[src/rtl/mem_port_arb_if.sv]
// Bundle of requester, memory and status signals around the shared memory port.
interface mem_port_arb_if;
    logic        req0;
    logic [63:0] addr0;
    logic        req1;
    logic        we1;
    logic [63:0] addr1;
    logic [63:0] wdata1;
    logic        mem_req;
    logic [63:0] mem_addr;
    logic        mem_we;
    logic [63:0] mem_wdata;
    logic        mem_ack;
    logic [63:0] mem_rdata;
    logic        sel;
    logic        done0;
    logic        done1;
    logic [63:0] rdata;
    logic        err;
    logic        busy;

    modport slave (
        input  req0, addr0, req1, we1, addr1, wdata1,
        input  mem_ack, mem_rdata,
        output mem_req, mem_addr, mem_we, mem_wdata,
        output sel, done0, done1, rdata, err, busy
    );

    modport master (
        output req0, addr0, req1, we1, addr1, wdata1,
        output mem_ack, mem_rdata,
        input  mem_req, mem_addr, mem_we, mem_wdata,
        input  sel, done0, done1, rdata, err, busy
    );
endinterface

[src/rtl/mem_port_arb.sv]
// Two-port arbiter/sequencer for the shared 64-bit memory port:
// port 1 (MEM) has priority, bounded by a starvation guard and an ack timeout.
module mem_port_arb #(
    parameter int MAX_STARVE = 4,
    parameter int TIMEOUT    = 16
) (
    input  logic           clk,
    input  logic           rst,
    mem_port_arb_if.slave  bus
);
    localparam int SW = $clog2(MAX_STARVE + 1);
    localparam int TW = $clog2(TIMEOUT);
    localparam logic [SW-1:0] STARVE_MAX = SW'(MAX_STARVE);
    localparam logic [TW-1:0] TO_LAST    = TW'(TIMEOUT - 1);

    typedef enum logic [1:0] {
        IDLE = 2'd0,
        BUSY = 2'd1,
        DONE = 2'd2
    } state_t;

    state_t        state_q, state_d;
    logic          sel_q, sel_d;
    logic [63:0]   addr_q, addr_d;
    logic          we_q, we_d;
    logic [63:0]   wdata_q, wdata_d;
    logic [63:0]   rdata_q, rdata_d;
    logic          err_q, err_d;
    logic [SW-1:0] starve_q, starve_d;
    logic [TW-1:0] tcnt_q, tcnt_d;
    logic          win1;

    assign win1 = bus.req1 && ((starve_q < STARVE_MAX) || !bus.req0);

    always_comb begin
        state_d  = state_q;
        sel_d    = sel_q;
        addr_d   = addr_q;
        we_d     = we_q;
        wdata_d  = wdata_q;
        rdata_d  = rdata_q;
        err_d    = err_q;
        starve_d = starve_q;
        tcnt_d   = tcnt_q;
        unique case (state_q)
            IDLE: begin
                if (win1) begin
                    state_d = BUSY;
                    tcnt_d  = '0;
                    sel_d   = 1'b1;
                    addr_d  = bus.addr1;
                    we_d    = bus.we1;
                    wdata_d = bus.wdata1;
                    // Only a grant that bypasses a waiting fetch counts.
                    if (!bus.req0)
                        starve_d = '0;
                    else if (starve_q != STARVE_MAX)
                        starve_d = starve_q + 1'b1;
                end else if (bus.req0) begin
                    state_d  = BUSY;
                    tcnt_d   = '0;
                    sel_d    = 1'b0;
                    addr_d   = bus.addr0;
                    we_d     = 1'b0;
                    wdata_d  = '0;
                    starve_d = '0;
                end
            end
            BUSY: begin
                if (bus.mem_ack) begin
                    rdata_d = bus.mem_rdata;
                    err_d   = 1'b0;
                    state_d = DONE;
                end else if (tcnt_q == TO_LAST) begin
                    rdata_d = '0;
                    err_d   = 1'b1;
                    state_d = DONE;
                end else begin
                    tcnt_d = tcnt_q + 1'b1;
                end
            end
            DONE:    state_d = IDLE;
            default: state_d = IDLE;
        endcase
    end

    always_ff @(posedge clk or posedge rst) begin
        if (rst) begin
            state_q  <= IDLE;
            sel_q    <= 1'b0;
            addr_q   <= '0;
            we_q     <= 1'b0;
            wdata_q  <= '0;
            rdata_q  <= '0;
            err_q    <= 1'b0;
            starve_q <= '0;
            tcnt_q   <= '0;
        end else begin
            state_q  <= state_d;
            sel_q    <= sel_d;
            addr_q   <= addr_d;
            we_q     <= we_d;
            wdata_q  <= wdata_d;
            rdata_q  <= rdata_d;
            err_q    <= err_d;
            starve_q <= starve_d;
            tcnt_q   <= tcnt_d;
        end
    end

    assign bus.mem_req   = (state_q == BUSY);
    assign bus.busy      = (state_q != IDLE);
    assign bus.done0     = (state_q == DONE) && !sel_q;
    assign bus.done1     = (state_q == DONE) && sel_q;
    assign bus.sel       = sel_q;
    assign bus.mem_addr  = addr_q;
    assign bus.mem_we    = we_q;
    assign bus.mem_wdata = wdata_q;
    assign bus.rdata     = rdata_q;
    assign bus.err       = err_q;
endmodule

[src/flat_wrapper.sv]
// flat-port wrapper written by rule: the top's interface ports become plain ports
module mem_port_arb_flat 
#(
    parameter int MAX_STARVE = 4,
    parameter int TIMEOUT    = 16
)
  (clk, rst, bus_req0, bus_addr0, bus_req1, bus_we1, bus_addr1, bus_wdata1, bus_mem_ack, bus_mem_rdata, bus_mem_req, bus_mem_addr, bus_mem_we, bus_mem_wdata, bus_sel, bus_done0, bus_done1, bus_rdata, bus_err, bus_busy);
  mem_port_arb_if bus_i ();
  input  logic clk;
  input  logic rst;
  input wire logic [$bits(bus_i.req0)-1:0] bus_req0;
  input wire logic [$bits(bus_i.addr0)-1:0] bus_addr0;
  input wire logic [$bits(bus_i.req1)-1:0] bus_req1;
  input wire logic [$bits(bus_i.we1)-1:0] bus_we1;
  input wire logic [$bits(bus_i.addr1)-1:0] bus_addr1;
  input wire logic [$bits(bus_i.wdata1)-1:0] bus_wdata1;
  input wire logic [$bits(bus_i.mem_ack)-1:0] bus_mem_ack;
  input wire logic [$bits(bus_i.mem_rdata)-1:0] bus_mem_rdata;
  output wire logic [$bits(bus_i.mem_req)-1:0] bus_mem_req;
  output wire logic [$bits(bus_i.mem_addr)-1:0] bus_mem_addr;
  output wire logic [$bits(bus_i.mem_we)-1:0] bus_mem_we;
  output wire logic [$bits(bus_i.mem_wdata)-1:0] bus_mem_wdata;
  output wire logic [$bits(bus_i.sel)-1:0] bus_sel;
  output wire logic [$bits(bus_i.done0)-1:0] bus_done0;
  output wire logic [$bits(bus_i.done1)-1:0] bus_done1;
  output wire logic [$bits(bus_i.rdata)-1:0] bus_rdata;
  output wire logic [$bits(bus_i.err)-1:0] bus_err;
  output wire logic [$bits(bus_i.busy)-1:0] bus_busy;
  assign bus_i.req0 = bus_req0;
  assign bus_i.addr0 = bus_addr0;
  assign bus_i.req1 = bus_req1;
  assign bus_i.we1 = bus_we1;
  assign bus_i.addr1 = bus_addr1;
  assign bus_i.wdata1 = bus_wdata1;
  assign bus_i.mem_ack = bus_mem_ack;
  assign bus_i.mem_rdata = bus_mem_rdata;
  assign bus_mem_req = bus_i.mem_req;
  assign bus_mem_addr = bus_i.mem_addr;
  assign bus_mem_we = bus_i.mem_we;
  assign bus_mem_wdata = bus_i.mem_wdata;
  assign bus_sel = bus_i.sel;
  assign bus_done0 = bus_i.done0;
  assign bus_done1 = bus_i.done1;
  assign bus_rdata = bus_i.rdata;
  assign bus_err = bus_i.err;
  assign bus_busy = bus_i.busy;
  mem_port_arb #(.MAX_STARVE(MAX_STARVE), .TIMEOUT(TIMEOUT)) u_core (.clk(clk), .rst(rst), .bus(bus_i));
endmodule
[config.mk]
export PLATFORM = sky130hd
export DESIGN_NAME = mem_port_arb_flat
export DESIGN_NICKNAME = d
export VERILOG_FILES = /design/src/rtl/mem_port_arb_if.sv /design/src/rtl/mem_port_arb.sv /design/src/flat_wrapper.sv
export SDC_FILE = /design/constraint.sdc
export NUM_CORES = 1
export LEC_CHECK = 0
export BUFFER_PORTS_ARGS = -buffer_cell sky130_fd_sc_hd__buf_2
export CORE_AREA = 8 8 171 173
export CTS_CLUSTER_SIZE = 8
export DETAILED_ROUTE_END_ITERATION = 8
export DIE_AREA = 0 0 179 181
export PLACE_DENSITY_LB_ADDON = 0.2
export SETUP_SLACK_MARGIN = 0.05
export SLEW_MARGIN = 30
export SYNTH_ARGS = -nofsm -noshare
export SYNTH_HDL_FRONTEND = slang
export SYNTH_SLANG_ARGS = --single-unit
[constraint.sdc]
create_clock -name clk -period 8.2 [get_ports clk]
set_clock_uncertainty 0.15 [all_clocks]
set_input_delay 1.64 -clock clk [delete_from_list [all_inputs] [get_ports clk]]
set_output_delay 1.64 -clock clk [all_outputs]
set_load 0.05 [all_outputs]
Yosys cells after proc, flatten, opt, wreduce, memory -nomap -nowiden:

Cells that the tools add are included.

* flip-flop bits (word level): 204
* input port bits: 262
* output and inout bits: 199

* $add $sub $neg: 2
* $lt $le $gt $ge: 1
* eq/ne operators: 9
* muxes and demuxes: 25
* reduce and logical (&&, ||, !) cells: 16

Operators with widths (count)
* two-way mux 64 bit: 6
* two-way mux 4 bit: 4
* two-way mux 3 bit: 4
* two-way mux 2 bit: 4
* case mux 4 bit (2 select lines): 1
* nonzero test 2 bit: 4
* != test 3 x 2 -> 1 bit (second input constant): 2
* != test 3 bit (second input constant): 2
* AND reduction 2 bit: 3
* two-way mux 1 bit: 5
* adder 4 x 1 -> 4 bit (second input constant): 1
* equality test 4 bit (second input constant): 1
* != test 2 bit (second input constant): 2
* case mux 2 bit (2 select lines): 1
* AND reduction 4 bit: 1
* adder 3 x 1 -> 3 bit (second input constant): 1
* logical AND 1 bit: 3
* < comparator 3 bit (second input constant): 1
* AND reduction 3 bit: 1
* equality test 2 x 1 -> 1 bit (second input constant): 1
* equality test 2 bit (second input constant): 1
* logical NOT 1 bit: 2
* logical NOT 2 bit: 1
* logical OR 1 bit: 1

Longest topological paths before layout:

Gate-level depths: netlist of the first run.

* depth in word-level cells: 5
* depth in mapped cells: 7
* depth with buffers taken out: 4

Worst setup path after synthesis of the first run:

Ideal clock, no wire load.

* path kind: register -> output
* from: register u_core.sel_q, in the netlist u_core.bus.sel
* to: output bus_done0
* arrival: 1792 ps
* data required time: 6410 ps
* path slack: 4618 ps
* stages on the path, launching flop included: 2
* cell sequence: dfrtp_1 > nor3b_1

* longest elaborated chain between the ends: 2

Ends and longest elaborated chain
* start, declared: line mem_port_arb.sv:23 `logic sel_q, sel_d;`
* start signal, assigned: line mem_port_arb.sv:100 `sel_q <= sel_d;`
* logical NOT 1 bit: line mem_port_arb.sv:113 `assign bus.done0 = (state_q == DONE) && !sel_q;`
* logical AND 1 bit: line mem_port_arb.sv:113
* end, declared: line flat_wrapper.sv:24 `output wire logic [$bits(bus_i.done0)-1:0] bus_done0;`

Every way passes these cells.

Final worst setup path of the first run:

* from: register u_core.state_q[1]
* to: output bus_mem_req

* longest elaborated chain between the ends: 1

Ends and longest elaborated chain
* start, declared: line mem_port_arb.sv:22 `state_t state_q, state_d;`
* start signal, assigned: line mem_port_arb.sv:99 `state_q <= state_d;`
* equality test 2 x 1 -> 1 bit: line mem_port_arb.sv:111 `assign bus.mem_req = (state_q == BUSY);`
* end, declared: line flat_wrapper.sv:19 `output wire logic [$bits(bus_i.mem_req)-1:0] bus_mem_req;`

Every way passes these cells.

==> impl_metrics.yaml, run 1 <==
outcome:
  run_status: "complete, no violations"
cts:
  clock_h_tree_levels: 1
  clock_tree_from_tritoncts: "done"
  clock_transition_at_the_registers_of_the_reported_paths_ns: 0.05
  clk_path_buf_depth: 3
  postCtsHoldBufs: 0
  number_of_gates_resized_after_cts: 0
  clk-insertion-delay-late_ns: 0.54
  numClockSinks: 204
  clock-root-buffer: "sky130_fd_sc_hd__clkbuf_16"
  cts_inserted_buffers: 29
  cts_setup_buffers: 0
synthesis:
  warnings_from_yosys: 0
  ys_seq_area_frac: 0.622
  syn_nets: 893
  post-synth-top-area-fraction: 0.622
  postSynthCellCount: 628
  synthDistinctLibCells: 32
  synth_area_leader_cell: "sky130_fd_sc_hd__dfrtp_1"
  netlist_top_cells_area: "sky130_fd_sc_hd__dfrtp_1, sky130_fd_sc_hd__a22o_1, sky130_fd_sc_hd__mux2i_1, sky130_fd_sc_hd__o21ai_0, sky130_fd_sc_hd__o21ai_1"
  asyncSetResetFlopFracSynth: 1.00
  synth_flop_cell: "sky130_fd_sc_hd__dfrtp_1"
  postSynthAreaPerCell_um2: 13.1
  synth_seq_cells: 204
  post_synth_instance_area_um2: 8210
  edff_count_synth: 0
floorplan:
  die_x_um: 179
  io-pin-count: 461
  fp.dieArea_um2: 32400
  rows: 60
  initial_standard_cell_utilization_of_the_core: 0.310
  chipHeight_um: 181
  core_area_um2: 26500
drt:
  initialDrtViolationCount: 341
  drt-pass1-iter-count: 4
  vias: 6809
  post_drt_wl_per_cell_um: 20.7
  antenna_left: 0
  vias_per_cell: 4.82
  drc_errors: 0
  routed_wl_um: 29200
finish:
  drive_gt1_frac: 0.479
  layout_commonest_cell: "sky130_fd_sc_hd__buf_2"
  areaGrowthSynthToFinish_pct: 39.4
  most-common-layout-cells: "sky130_fd_sc_hd__buf_2, sky130_fd_sc_hd__dfrtp_1, sky130_fd_sc_hd__a22o_1"
  num-nets-final: 1334
worst_setup_path:
  crit_path_end_kind: "output pin"
  critical_path.startpoint_type: "flop"
  r2r_end: "u_core.bus.mem_wdata[63]$_DFFE_PP0P_"
  path_class: "flop to output pin"
  data_required_time_of_the_critical_path_ns: 6.41
  worst-r2r-cell-count: 4
  crit_path_max_fanout: 8
  regToRegStartpoint: "u_core.state_q[0]$_DFFE_PP0P_"
  regToRegSetupSlack_ns: 6.07
  critPathArrivalTime_ns: 1.62
min_path:
  worst_hold_path.endpoint: "u_core.bus.rdata[18]$_DFFE_PP0P_"
  hold_path_depth: 1
  hold_path.class: "flop to flop"
  worstHoldStart: "u_core.bus.rdata[18]$_DFFE_PP0P_"
sta:
  worst_slew_margin_rel: 0.443
  min_period_ns: 3.41
  drv_slew: 0
  fmaxAchievable_mhz: 294
  finalHoldViolCount: 0
  rsz0062_at_grt: "no"
  worst-slew-pin-transition_ns: 0.836
  finalSetupViolations: 0
  tns_ns: 0
  timing.final.crit_share: 0.415
job:
  cap_violations: 0
power:
  power.density_cell_area_nw_per_um2: 525
  ir_worst_vdd_mv: 0.305
  power_leakage_nw: 6.12
  total_power_mw: 6.00
grt:
  grt_first_pass_wirelength_um: 43500
  maximum_number_of_pins_on_one_net_before_global_route_repair: 140
  initial_antenna_violation_count: 1
  grt_usage: 0.170
  via_count_of_the_first_global_routing_pass: 7385
  grt_overflow: 0
placed_design:
  port_buffers: 460
  gpl.final_weighted_congestion: 0.761
  hpwl_um: 21300
[worst max-delay path, cell delays in order (launching register included)]
cell and delay (ns):
sky130_fd_sc_hd__dfrtp_1 0.40, sky130_fd_sc_hd__nand2b_2 0.21, sky130_fd_sc_hd__inv_2 0.14, sky130_fd_sc_hd__buf_2 0.32
[layout make-up]
type | count | area [µm²]
Clock inverter | 2 | 25.0
Multi-Input combinational cell | 359 | 2720
Tap cell | 341 | 427
Clock buffer | 30 | 729
Antenna cell | 2 | 5.00
Fill cell | 2595 | 15100
Timing Repair Buffer | 468 | 2390
Inverter | 7 | 38.8
Sequential cell | 204 | 5100
[kinds of logic (layout without fill, tap and decap cells)]
family / count (synthesis) / count (layout) / synth area share
simple gates: 18 / 18 / 0.0122
compound gates: 271 / 271 / 0.230
mux: 67 / 67 / 0.0819
fa+ha+maj: 3 / 3 / 0.00458
flops: 204 / 204 / 0.622
buf+inv: 65 / 507 / 0.0491
other cells: 0 / 2 / 0
[worst max-delay path by stage]
| stage | start | end | slack, ns | depth (start not counted) |
|---|---|---|---|---|
| after global placement | bus_req0 | u_core.bus.mem_addr[18]$_DFFE_PP0P_ | 4.07 | 4 |
| after detailed placement | bus_req0 | u_core.bus.mem_addr[10]$_DFFE_PP0P_ | 4.31 | 4 |
| after CTS | u_core.state_q[1]$_DFFE_PP0P_ | bus_mem_req | 4.75 | 3 |
| after global routing | u_core.state_q[1]$_DFFE_PP0P_ | bus_mem_req | 4.73 | 3 |
| after floorplan | rst | u_core.bus.err$_DFFE_PP0P_ | 0.84 | 1 |
| final | u_core.state_q[1]$_DFFE_PP0P_ | bus_mem_req | 4.79 | 3 |
[power by group]
part	total [mW]	switching [mW]	internal, mW
clock network	1.04	0.421	0.620
logic	3.22	2.46	0.762
registers	1.74	0.247	1.49
total	6.00	3.13	2.87
[state kept, by name (all words and copies together), names as in the netlist]
signal	cells
u_core.bus.err	1
u_core.bus.mem_addr	64
u_core.bus.mem_wdata	64
u_core.bus.mem_we	1
u_core.bus.rdata	64
u_core.bus.sel	1
u_core.starve_q	3
u_core.state_q	2
u_core.tcnt_q	4
[cell usage after synthesis, types with 3 or more instances]
| master | number |
|---|---|
| sky130_fd_sc_hd__a22o_1 | 130 |
| sky130_fd_sc_hd__buf_2 | 19 |
| sky130_fd_sc_hd__buf_6 | 17 |
| sky130_fd_sc_hd__clkbuf_1 | 20 |
| sky130_fd_sc_hd__dfrtp_1 | 204 |
| sky130_fd_sc_hd__ha_1 | 3 |
| sky130_fd_sc_hd__inv_1 | 5 |
| sky130_fd_sc_hd__mux2i_1 | 66 |
| sky130_fd_sc_hd__nand2_1 | 4 |
| sky130_fd_sc_hd__nor2_1 | 4 |
| sky130_fd_sc_hd__o21ai_0 | 81 |
| sky130_fd_sc_hd__o21ai_1 | 49 |
[routing by layer]
layer  GRT usage  vias to the layer above  share of wire
met3      0.0573                       48           0.11
met1       0.200                     3220           0.39
met5           0                        -              0
met2       0.287                      328           0.48
met4      0.0509                        0          0.024
li1            -                     3213              -
[through the flow]
| stage | utilization | std cells | worst slack, ns | instance area (µm²) | hold slack, ns |
|---|---|---|---|---|---|
| after global routing | 0.431 | 1412 | 4.73 | 11400 | 0.354 |
| after floorplan | - | 628 | 0.843 | 8210 | 0.323 |
| after global placement | 0.401 | 1378 | 4.07 | 10600 | 0.328 |
| after detailed placement | 0.402 | 1378 | 4.31 | 10600 | 0.329 |
| after CTS | 0.430 | 1410 | 4.75 | 11400 | 0.343 |
| final | 0.431 | 1413 | 4.79 | 11400 | 0.338 |
Note: power is estimated with default switching activity, not from simulation.
==> run 2, diff against run 1 <==
==> constraint.sdc (replaced) <==
create_clock -name clk -period 3.1 [get_ports clk]
set_clock_uncertainty 0.15 [all_clocks]
set_input_delay 0.62 -clock clk [delete_from_list [all_inputs] [get_ports clk]]
set_output_delay 0.62 -clock clk [all_outputs]
set_load 0.05 [all_outputs]
==> impl_metrics.yaml, run 2 (same netlist as run 1, synthesis figures left out) <==
sta:
  min_period_ns: 2.37
  hold_slack_ns: 0.0667
  setup_ws_ns: 0.734
  worst-slew-pin-transition_ns: 0.764
  rsz0062_at_grt: "no"
  worst_slew_margin_rel: 0.490
  finalSetupViolations: 0
  fmaxAchievable_mhz: 423
  timing.final.crit_share: 0.763
  drv_slew: 0
  finalHoldViolCount: 0
grt:
  initial_antenna_violation_count: 4
  grt_overflow: 0
  grt_usage: 0.174
  via_count_of_the_first_global_routing_pass: 7586
  grt_first_pass_wirelength_um: 45100
  maximum_number_of_pins_on_one_net_before_global_route_repair: 85
finish:
  finalNonFillerCells: 1425
  drive_gt1_frac: 0.483
  most-common-layout-cells: "sky130_fd_sc_hd__buf_2, sky130_fd_sc_hd__dfrtp_1, sky130_fd_sc_hd__a22o_1"
  areaGrowthSynthToFinish_pct: 41.2
  num-nets-final: 1343
  layout_commonest_cell: "sky130_fd_sc_hd__buf_2"
  filler_cells: 2586
placed_design:
  hpwl_um: 22000
  place_inst: 1388
  pre_cts_ws_ns: 0.897
  gpl.final_weighted_congestion: 0.761
  port_buffers: 460
worst_setup_path:
  critical_path.startpoint_type: "flop"
  crit_path_end_kind: "output pin"
  r2r_end: "u_core.bus.rdata[1]$_DFFE_PP0P_"
  regToRegSetupSlack_ns: 1.20
  worst_setup_path_end: "bus_mem_req"
  critPathArrivalTime_ns: 1.60
  regToRegStartpoint: "u_core.state_q[1]$_DFFE_PP0P_"
  cp-startpoint: "u_core.state_q[1]$_DFFE_PP0P_"
  crit_path_max_fanout: 8
  worst-r2r-cell-count: 4
  path_class: "flop to output pin"
  data_required_time_of_the_critical_path_ns: 2.33
drt:
  routed_wl_um: 29700
  drc_errors: 0
  initialDrtViolationCount: 401
  post_drt_wl_per_cell_um: 20.8
  vias_per_cell: 4.86
  vias: 6922
  drt-pass1-iter-count: 4
  antenna_left: 0
cts:
  clock_h_tree_levels: 1
  clock_tree_from_tritoncts: "done"
  clock-root-buffer: "sky130_fd_sc_hd__clkbuf_16"
  clock_transition_at_the_registers_of_the_reported_paths_ns: 0.05
  cts_setup_buffers: 0
  clk-insertion-delay-late_ns: 0.53
  cts_inserted_buffers: 29
  clk_path_buf_depth: 3
  postCtsHoldBufs: 0
  numClockSinks: 204
  number_of_gates_resized_after_cts: 0
power:
  total_power_mw: 15.9
  share_seq_of_total_power: 0.289
  power.density_cell_area_nw_per_um2: 1370
  power.switching_fraction: 0.519
  total_internal_power_mw: 7.64
  ir_worst_vdd_mv: 0.782
  comb_power_share: 0.538
  power.switching_mw: 8.23
  power_leakage_nw: 6.18
  proportion_of_power_drawn_by_the_clock_network: 0.173
job:
  cap_violations: 0
floorplan:
  core_area_um2: 26500
  fp.dieArea_um2: 32400
  initial_standard_cell_utilization_of_the_core: 0.310
  chipHeight_um: 181
  die_x_um: 179
  rows: 60
  io-pin-count: 461
outcome:
  run_status: "complete, no violations"
min_path:
  hold_path.class: "input pin to async pin"
==> run 2: changes by cell type in the layout (fill, tap and decap cells not counted), sizes merged <==
cell | before | now
buf | 468 | 477
clkbuf | 30 | 32
diode | 2 | 4
clkinv | 1 | 0
clkinvlp | 0 | 1
inv | 8 | 7
==> run 2: cell type report <==
type                    instances  area, µm²  area share
clock buffers                  32        747      0.0645
diodes                          4       10.0    0.000864
inverters                       7       30.0     0.00259
repair buffers                477       2530       0.218
multi-input cells             359       2720       0.234
well taps                     341        427      0.0368
clock inverters                 1       20.0     0.00173
flip-flops and latches        204       5100       0.441
==> run 2: worst min path at each step <==
stage,startpoint,end,slack (ns),depth (start not counted)
6_report,rst,u_core.bus.mem_wdata[63]$_DFFE_PP0P_,0.07,2
5_1_grt,rst,u_core.bus.mem_we$_DFFE_PP0P_,0.1,2
4_1_cts,rst,u_core.bus.mem_wdata[63]$_DFFE_PP0P_,0.08,2
3_5_place_dp,u_core.bus.rdata[34]$_DFFE_PP0P_,u_core.bus.rdata[34]$_DFFE_PP0P_,0.33,1
3_3_place_gp,u_core.bus.rdata[43]$_DFFE_PP0P_,u_core.bus.rdata[43]$_DFFE_PP0P_,0.33,1
2_1_floorplan,u_core.starve_q[2]$_DFFE_PP0P_,u_core.starve_q[2]$_DFFE_PP0P_,0.32,1
==> run 2: routing by layer <==
layer / wire length, µm / global-route usage
met5: 0 / 0
met4: 531 / 0.0463
met3: 2950 / 0.0546
met2: 14500 / 0.299
met1: 11700 / 0.205
==> run 2: per-stage QoR <==
step | setup TNS [ns] | utilization | instance area, µm²
detailed placement | 0 | 0.408 | 10800
finish | 0 | 0.437 | 11600
CTS | 0 | 0.437 | 11600
global route | 0 | 0.437 | 11600
global placement | 0 | 0.408 | 10800
floorplan | -64.11 | - | 8210
==> run 2: critical path: stages, from the launching register on <==
cell	delay [ns]
sky130_fd_sc_hd__dfrtp_1	0.40
sky130_fd_sc_hd__nand2b_2	0.22
sky130_fd_sc_hd__inv_2	0.13
sky130_fd_sc_hd__buf_2	0.30
==> run 2: power groups by stage <==
stage	Combinational, mW	Clock [mW]	Sequential, mW
after floorplan	2.08	0	8.91
after CTS	8.68	2.86	4.59
after global routing	9.00	2.97	4.77
after detailed placement	8.66	0	4.61
after global placement	8.65	0	4.57
final	8.54	2.75	4.59
